`config.mk`:
```
export PLATFORM = sky130hd
export DESIGN_NAME = compress_reader
export DESIGN_NICKNAME = d
export VERILOG_FILES = /design/src/rtl/compress_reader.sv
export SDC_FILE = /design/constraint.sdc
export NUM_CORES = 1
export LEC_CHECK = 0
export CORE_ASPECT_RATIO = 1.5
export CORE_MARGIN = 8
export CORE_UTILIZATION = 40
export CTS_CLUSTER_SIZE = 16
export DETAILED_ROUTE_END_ITERATION = 16
export DONT_BUFFER_PORTS = 1
export SYNTH_ARGS = -nofsm -noshare
export SYNTH_HDL_FRONTEND = slang
export SYNTH_SLANG_ARGS = --single-unit
```
`constraint.sdc`:
```
create_clock -name clk -period 3.25 [get_ports clk]
set_clock_uncertainty 0.05 [all_clocks]
set_input_delay 0.65 -clock clk [delete_from_list [all_inputs] [get_ports clk]]
set_output_delay 0.65 -clock clk [all_outputs]
set_load 0.03 [all_outputs]
```
`src/rtl/compress_reader.sv`:
```
// compress_reader
//
// Streams the CKKS slot words out of the two FFT BRAM banks once the
// inverse-embedding FFT has finished. Slots are visited in the order of the
// powers of 3 modulo M. Each position is mapped to its bit-reversed FFT index,
// and the non-conjugate entry is read from the bank that owns that index. Words
// leave through a valid/ready stream that supports backpressure.
//
// Ports:
//   clk, rst                    clock and asynchronous active-high reset
//   start, current_n            one-cycle launch request; ring size sampled at start
//   busy, done                  run in progress; one-cycle pulse after the final word
//   rd_addr_bank0/1, rd_en_*    BRAM read side (at most one enable per cycle)
//   rd_data_bank0/1             BRAM read data, valid RD_LATENCY cycles after rd_en
//   out_data/index/last         slot word, its slot number, and a final-word flag
//   out_valid, out_ready        stream handshake

`ifndef OVERALL_BITS
`define OVERALL_BITS 32
`endif

module compress_reader #(
  parameter int LOGN       = 13,
  parameter int RD_LATENCY = 2,
  parameter int FIFO_DEPTH = 4
) (
  input  logic                         clk,
  input  logic                         rst,
  input  logic                         start,
  input  logic [1:0]                   current_n,
  output logic                         busy,
  output logic                         done,
  output logic [LOGN-2:0]              rd_addr_bank0,
  output logic [LOGN-2:0]              rd_addr_bank1,
  output logic                         rd_en_bank0,
  output logic                         rd_en_bank1,
  input  logic [2*`OVERALL_BITS-1:0]   rd_data_bank0,
  input  logic [2*`OVERALL_BITS-1:0]   rd_data_bank1,
  output logic [2*`OVERALL_BITS-1:0]   out_data,
  output logic [LOGN-1:0]              out_index,
  output logic                         out_last,
  output logic                         out_valid,
  input  logic                         out_ready
);

  localparam int LOGM = LOGN + 1;
  localparam int DW   = 2 * `OVERALL_BITS;
  localparam int PW   = $clog2(FIFO_DEPTH);
  localparam int CW   = PW + 1;

  typedef enum logic [1:0] {IDLE, ISSUE, DRAIN} state_t;

  state_t          state, state_next;
  logic [1:0]      n_reg;
  logic [1:0]      n_sel;
  logic [LOGM-1:0] pos;
  logic [LOGM-1:0] pos_x3;
  logic [LOGM-1:0] pos_mask;
  logic [LOGM-1:0] pos_next;
  logic [LOGN-1:0] t;
  logic [LOGN-1:0] idx;
  logic            rd_bank;
  logic [LOGN-2:0] rd_addr;
  logic [LOGN-1:0] issued;
  logic [LOGN-1:0] last_slot;
  logic            is_last;
  logic            issue;
  logic [CW-1:0]   used;

  // Read pipeline side-band, one stage per cycle of BRAM latency
  logic [RD_LATENCY-1:0] pipe_valid;
  logic [RD_LATENCY-1:0] pipe_bank;
  logic [RD_LATENCY-1:0] pipe_last;
  logic [LOGN-1:0]       pipe_slot [RD_LATENCY];

  // Output FIFO
  logic [DW-1:0]   fifo_data [FIFO_DEPTH];
  logic [LOGN-1:0] fifo_slot [FIFO_DEPTH];
  logic            fifo_last [FIFO_DEPTH];
  logic [PW-1:0]   wr_ptr, rd_ptr;
  logic [CW-1:0]   fifo_count;
  logic            push, pop;
  logic [DW-1:0]   push_data;

  function automatic logic [LOGN-1:0] bitrev(input logic [LOGN-1:0] v);
    logic [LOGN-1:0] r;
    for (int i = 0; i < LOGN; i++) r[i] = v[LOGN-1-i];
    return r;
  endfunction

  // Slot position to bank/address. For the smaller rings the bit-reversed index
  // is shifted down because the active FFT occupies the low part of the space.
  // The modulo-M_eff multiply by 3 is a shift-add followed by a mask.
  always_comb begin
    n_sel     = (current_n == 2'd3) ? 2'd2 : current_n;
    t         = LOGN'((pos - 1'b1) >> 1);
    idx       = bitrev(t) >> (2'd2 - n_reg);
    rd_bank   = idx[0];
    rd_addr   = idx[LOGN-1:1];
    pos_x3    = {pos[LOGM-2:0], 1'b0} + pos;
    pos_mask  = {LOGM{1'b1}} >> (2'd2 - n_reg);
    pos_next  = pos_x3 & pos_mask;
    last_slot = {LOGN{1'b1}} >> (3'd3 - {1'b0, n_reg});
    is_last   = (issued == last_slot);
  end

  // A read is allowed only while its word is guaranteed a FIFO slot: 'used'
  // counts reads in flight plus words buffered, so the FIFO can never overflow.
  always_comb begin
    issue         = (state == ISSUE) && (used < CW'(FIFO_DEPTH)) && (issued <= last_slot);
    rd_en_bank0   = issue && !rd_bank;
    rd_en_bank1   = issue && rd_bank;
    rd_addr_bank0 = (issue && !rd_bank) ? rd_addr : '0;
    rd_addr_bank1 = (issue && rd_bank) ? rd_addr : '0;
    busy          = (state != IDLE);
  end

  // FIFO head drives the stream; outputs are zeroed while empty
  always_comb begin
    out_valid = (fifo_count != '0);
    out_data  = out_valid ? fifo_data[rd_ptr] : '0;
    out_index = out_valid ? fifo_slot[rd_ptr] : '0;
    out_last  = out_valid ? fifo_last[rd_ptr] : 1'b0;
    pop       = out_valid && out_ready;
    push      = pipe_valid[RD_LATENCY-1];
    push_data = pipe_bank[RD_LATENCY-1] ? rd_data_bank1 : rd_data_bank0;
  end

  // State register
  always_ff @(posedge clk or posedge rst) begin
    if (rst) state <= IDLE;
    else     state <= state_next;
  end

  // Next-state logic: a run ends when the final word is accepted downstream
  always_comb begin
    state_next = state;
    case (state)
      IDLE:    if (start) state_next = ISSUE;
      ISSUE:   if (issue && is_last) state_next = DRAIN;
      DRAIN:   if (pop && out_last) state_next = IDLE;
      default: state_next = IDLE;
    endcase
  end

  // Run bookkeeping: ring size, position walk, issue count, credits and done
  always_ff @(posedge clk or posedge rst) begin
    if (rst) begin
      n_reg  <= 2'd2;
      pos    <= LOGM'(1);
      issued <= '0;
      used   <= '0;
      done   <= 1'b0;
    end else begin
      done <= (state == DRAIN) && pop && out_last;
      used <= used + CW'(issue) - CW'(pop);
      if (state == IDLE && start) begin
        n_reg  <= n_sel;
        pos    <= LOGM'(1);
        issued <= '0;
      end else if (issue) begin
        pos    <= pos_next;
        issued <= issued + 1'b1;
      end
    end
  end

  // Side-band shift register that lines each read up with its returning data.
  // Reset clears the valid bits so data still in flight is discarded.
  always_ff @(posedge clk or posedge rst) begin
    if (rst) begin
      pipe_valid <= '0;
      pipe_bank  <= '0;
      pipe_last  <= '0;
      for (int i = 0; i < RD_LATENCY; i++) pipe_slot[i] <= '0;
    end else begin
      pipe_valid[0] <= issue;
      pipe_bank[0]  <= rd_bank;
      pipe_last[0]  <= is_last;
      pipe_slot[0]  <= issued;
      for (int i = 1; i < RD_LATENCY; i++) begin
        pipe_valid[i] <= pipe_valid[i-1];
        pipe_bank[i]  <= pipe_bank[i-1];
        pipe_last[i]  <= pipe_last[i-1];
        pipe_slot[i]  <= pipe_slot[i-1];
      end
    end
  end

  // FIFO pointers and occupancy
  always_ff @(posedge clk or posedge rst) begin
    if (rst) begin
      wr_ptr     <= '0;
      rd_ptr     <= '0;
      fifo_count <= '0;
    end else begin
      if (push) wr_ptr <= wr_ptr + 1'b1;
      if (pop)  rd_ptr <= rd_ptr + 1'b1;
      fifo_count <= fifo_count + CW'(push) - CW'(pop);
    end
  end

  // FIFO storage has no reset; the outputs are masked while it is empty
  always_ff @(posedge clk) begin
    if (push) begin
      fifo_data[wr_ptr] <= push_data;
      fifo_slot[wr_ptr] <= pipe_slot[RD_LATENCY-1];
      fifo_last[wr_ptr] <= pipe_last[RD_LATENCY-1];
    end
  end

  // Three has order M/4 modulo a power of two, so the final advance must land on 1
  property p_pos_wraps;
    @(posedge clk) disable iff (rst) (issue && is_last) |-> (pos_next == LOGM'(1));
  endproperty
  assert property (p_pos_wraps);

endmodule

```
==> results.yml <==
pwr:
  leakagePower_nw: 6.920
  power_density_nw_per_um2: 1052
  report.power.total_mw: 20.99
  peakVddDrop_uv: 724.2
cts:
  clockRootBuffer: "sky130_fd_sc_hd__clkbuf_16"
  cts_num_sinks: 386
  cts_buffers: 37
  cts_hold_buf: 0
  cts_tree: "built"
  cts-root-to-sink-buffers: 3
  clock_tree.htree_level_count: 2
  clkSlewWorstSetupHoldPaths_ns: 0.06
  insertion_delay_ns: 0.51
yosys:
  synthFlopType: "sky130_fd_sc_hd__edfxtp_1"
  number_of_synthesis_warnings: 0
  synth.top_cells.by_count: "312 x sky130_fd_sc_hd__edfxtp_1, 89 x sky130_fd_sc_hd__and2_1, 80 x sky130_fd_sc_hd__mux4_2"
  post_synth_main_area_contributors: "sky130_fd_sc_hd__edfxtp_1 56%, sky130_fd_sc_hd__dfrtp_1 11%, sky130_fd_sc_hd__mux4_2 11%"
  instance_count_of_the_mapped_netlist: 984
  synth-seq-area-share: 0.6708
  async_flop_share: 0.1917
  synth.net_count: 1164
  post_synthesis_mean_instance_area_um2: 17.00
  synth-seq-cells: 386
  synth-edff-count: 312
  yosysUniqueCellTypes: 54
  yosys.cell_count.top_type: "sky130_fd_sc_hd__edfxtp_1"
  netlist_area_um2: 16730
  synth_top_area_share: 0.5600
  yosys.area.top_type: "sky130_fd_sc_hd__edfxtp_1"
cells_and_area:
  final.fill_count: 3556
  largest_registers: "fifo_data: 256 flops, fifo_slot: 52 flops, pipe_slot: 26 flops"
  antennaDiodeCount: 0
  area_delta_synth_final_pct: 19.32
  multiInputGateArea_um2: 5782
  fraction_of_layout_cells_with_a_size_suffix_above_1: 0.3550
  nNetsFinal: 1249
  ff_latch_area_um2: 11230
  largest_reg_flops: 256
  largest-register: "fifo_data"
sta:
  timing_worst_slew_pin_value_ns: 0.9057
  maxClockFrequency_mhz: 281.3
  timing.final.crit_share: 1.094
  finalSetupViolations: 26
  drv_slew: 0
  layout_min_cycle_time_ns: 3.555
  grt_setup_unrepaired: "true"
  timing.final.ws_setup_ns: -0.3055
  maxSlewHeadroom: 0.3953
  report.final.hold_viol_count: 0
  final_sum_of_negative_setup_slack_ns: -5.871
grt:
  antenna_violations_before_repair: 1
  grt_usage: 0.1442
  grt_max_degree: 80
  globalRouteOverflowTotal: 0
  first_global_vias: 9584
  grt_first_pass_wirelength_mm: 54.69
detailed_routing:
  route.top_layer_used: "met5"
  drc_errors: 0
  met2WireLength_mm: 18.95
  detail_route.iter0.violations: 389
  route.vias.total: 8647
  drt-wirelength-per-cell_um: 21.56
  sum_of_routed_wire_segments_on_met1_mm: 13.61
  total_wire_length_mm: 35.73
  drtAntennaViolNets: 0
  via_per_inst: 5.218
  met3_wire_length_mm: 1.909
  drt_pass1_iterations: 5
place:
  dp.final_hpwl_mm: 23.05
  weighted_congestion_reported_at_the_end_of_routability_driven_placement: 0.8626
  portBuffers: 0
run_status:
  run_status: "finished with violations"
  violations: "negative setup slack"
die:
  die_y_um: 266.5
  dieArea_um2: 48760
  design.portCount: 241
  initial_util: 0.4015
  width_of_the_die_um: 183.0
  std_cell_rows: 92
  placeableCoreArea_um2: 41670
setup_path:
  critical_path.endpoint_type: "output port"
  critical_path_class: "flip-flop to output port"
  worstPathArrival_ns: 2.86
  worstPathRequired_ns: 2.55
  cp-start-kind: "flip-flop"
  cp_max_fo: 6
job:
  max-cap-violations: 0
hold_path:
  hold_class: "input pin to async pin"
## power by group
group / internal [mW] / leakage, nW / total (mW) / switching, mW
Sequential: 6.82 / 3.71 / 7.43 / 0.612
Combinational: 3.74 / 2.67 / 9.54 / 5.79
Clock: 2.27 / 0.549 / 4.02 / 1.75
Total: 12.8 / 6.92 / 21.0 / 8.16
## logic make-up after synthesis
family,count (synthesis),synth area share
xor gates and xnor gates,39,0.02042
muxes,155,0.1573
DFF,386,0.6708
buffers and inverters,82,0.01877
adders and majority gates,46,0.03575
and+or+nand+nor,203,0.06805
AOI/OAI and AO/OA,73,0.02887
## metrics by stage
step                        util  hold WS [ns]  std cells  instance area [µm²]  setup slack [ns]
after detailed placement  0.4353        0.2847       1558                18140           0.06502
after floorplan                -        0.2812        984                17030          0.006082
after global routing      0.4791        0.2023       1657                19960           -0.3987
final                     0.4791        0.1585       1657                19960           -0.3055
after global placement    0.4353        0.2820       1558                18140           0.08773
after CTS                 0.4726        0.1766       1642                19690           -0.3201
## final cells by class
type                       count  share of cell area
sequential                   386              0.5627
multi-input combinational    516              0.2896
clock buffer                  46             0.05014
tap                          564             0.03535
timing repair buffer          93             0.04889
inverter                      35            0.007333
clock inverter                17            0.005954
## layer usage
metal	track usage	up-vias
met5	0	-
met1	0.1590	4417
met3	0.02970	69
met4	0.05685	2
met2	0.2665	238
li1	-	3921
## final timing paths
path	from	endpoint	slack, ns	depth (start not counted)
max reg2reg	n_reg[1]$_DFFE_PP1P_	used[2]$_DFF_PP0_	0.22	13
min	rst	pos[7]$_DFFE_PP0P_	0.16	1
max in group asynchronous	rst	pipe_slot[8]$_DFF_PP0_	2.28	2
min reg2reg	pipe_slot[13]$_DFF_PP0_	pipe_slot[0]$_DFF_PP0_	0.30	0
min in group clk	current_n[1]	n_reg[1]$_DFFE_PP1P_	0.20	2
max	pos[1]$_DFFE_PP0P_	rd_addr_bank0[2]	-0.31	11
## layout by cell type, fill, tap and decap left out, types with 17 or more instances in the layout
cell and count:
sky130_fd_sc_hd__and2_1 82, sky130_fd_sc_hd__buf_4 61, sky130_fd_sc_hd__clkbuf_16 39, sky130_fd_sc_hd__dfrtp_1 68, sky130_fd_sc_hd__edfxtp_1 312, sky130_fd_sc_hd__ha_1 32
sky130_fd_sc_hd__mux2_2 64, sky130_fd_sc_hd__mux4_2 80, sky130_fd_sc_hd__nand2_1 25, sky130_fd_sc_hd__o21ai_0 18, sky130_fd_sc_hd__xnor2_1 18, sky130_fd_sc_hd__xor2_1 17
## critical path, stage by stage, from the launching register on
cell and delay, ns:
sky130_fd_sc_hd__dfrtp_1 0.39, sky130_fd_sc_hd__inv_2 0.11, sky130_fd_sc_hd__ha_1 0.16, sky130_fd_sc_hd__a21boi_4 0.21, sky130_fd_sc_hd__o211ai_1 0.17, sky130_fd_sc_hd__xnor2_2 0.27
sky130_fd_sc_hd__o22ai_2 0.14, sky130_fd_sc_hd__a211oi_4 0.29, sky130_fd_sc_hd__inv_4 0.12, sky130_fd_sc_hd__buf_6 0.14, sky130_fd_sc_hd__nor3_4 0.17, sky130_fd_sc_hd__buf_6 0.15
## timing repair
action,in CTS,in global routing
setup endpoints to repair,34,27
cloned,2,0
pin swaps,20,19
endpoints found under the hold margin,0,0
buffers inserted,19,15
gates resized for setup,61,31
Power figures use the tool's default switching activity.
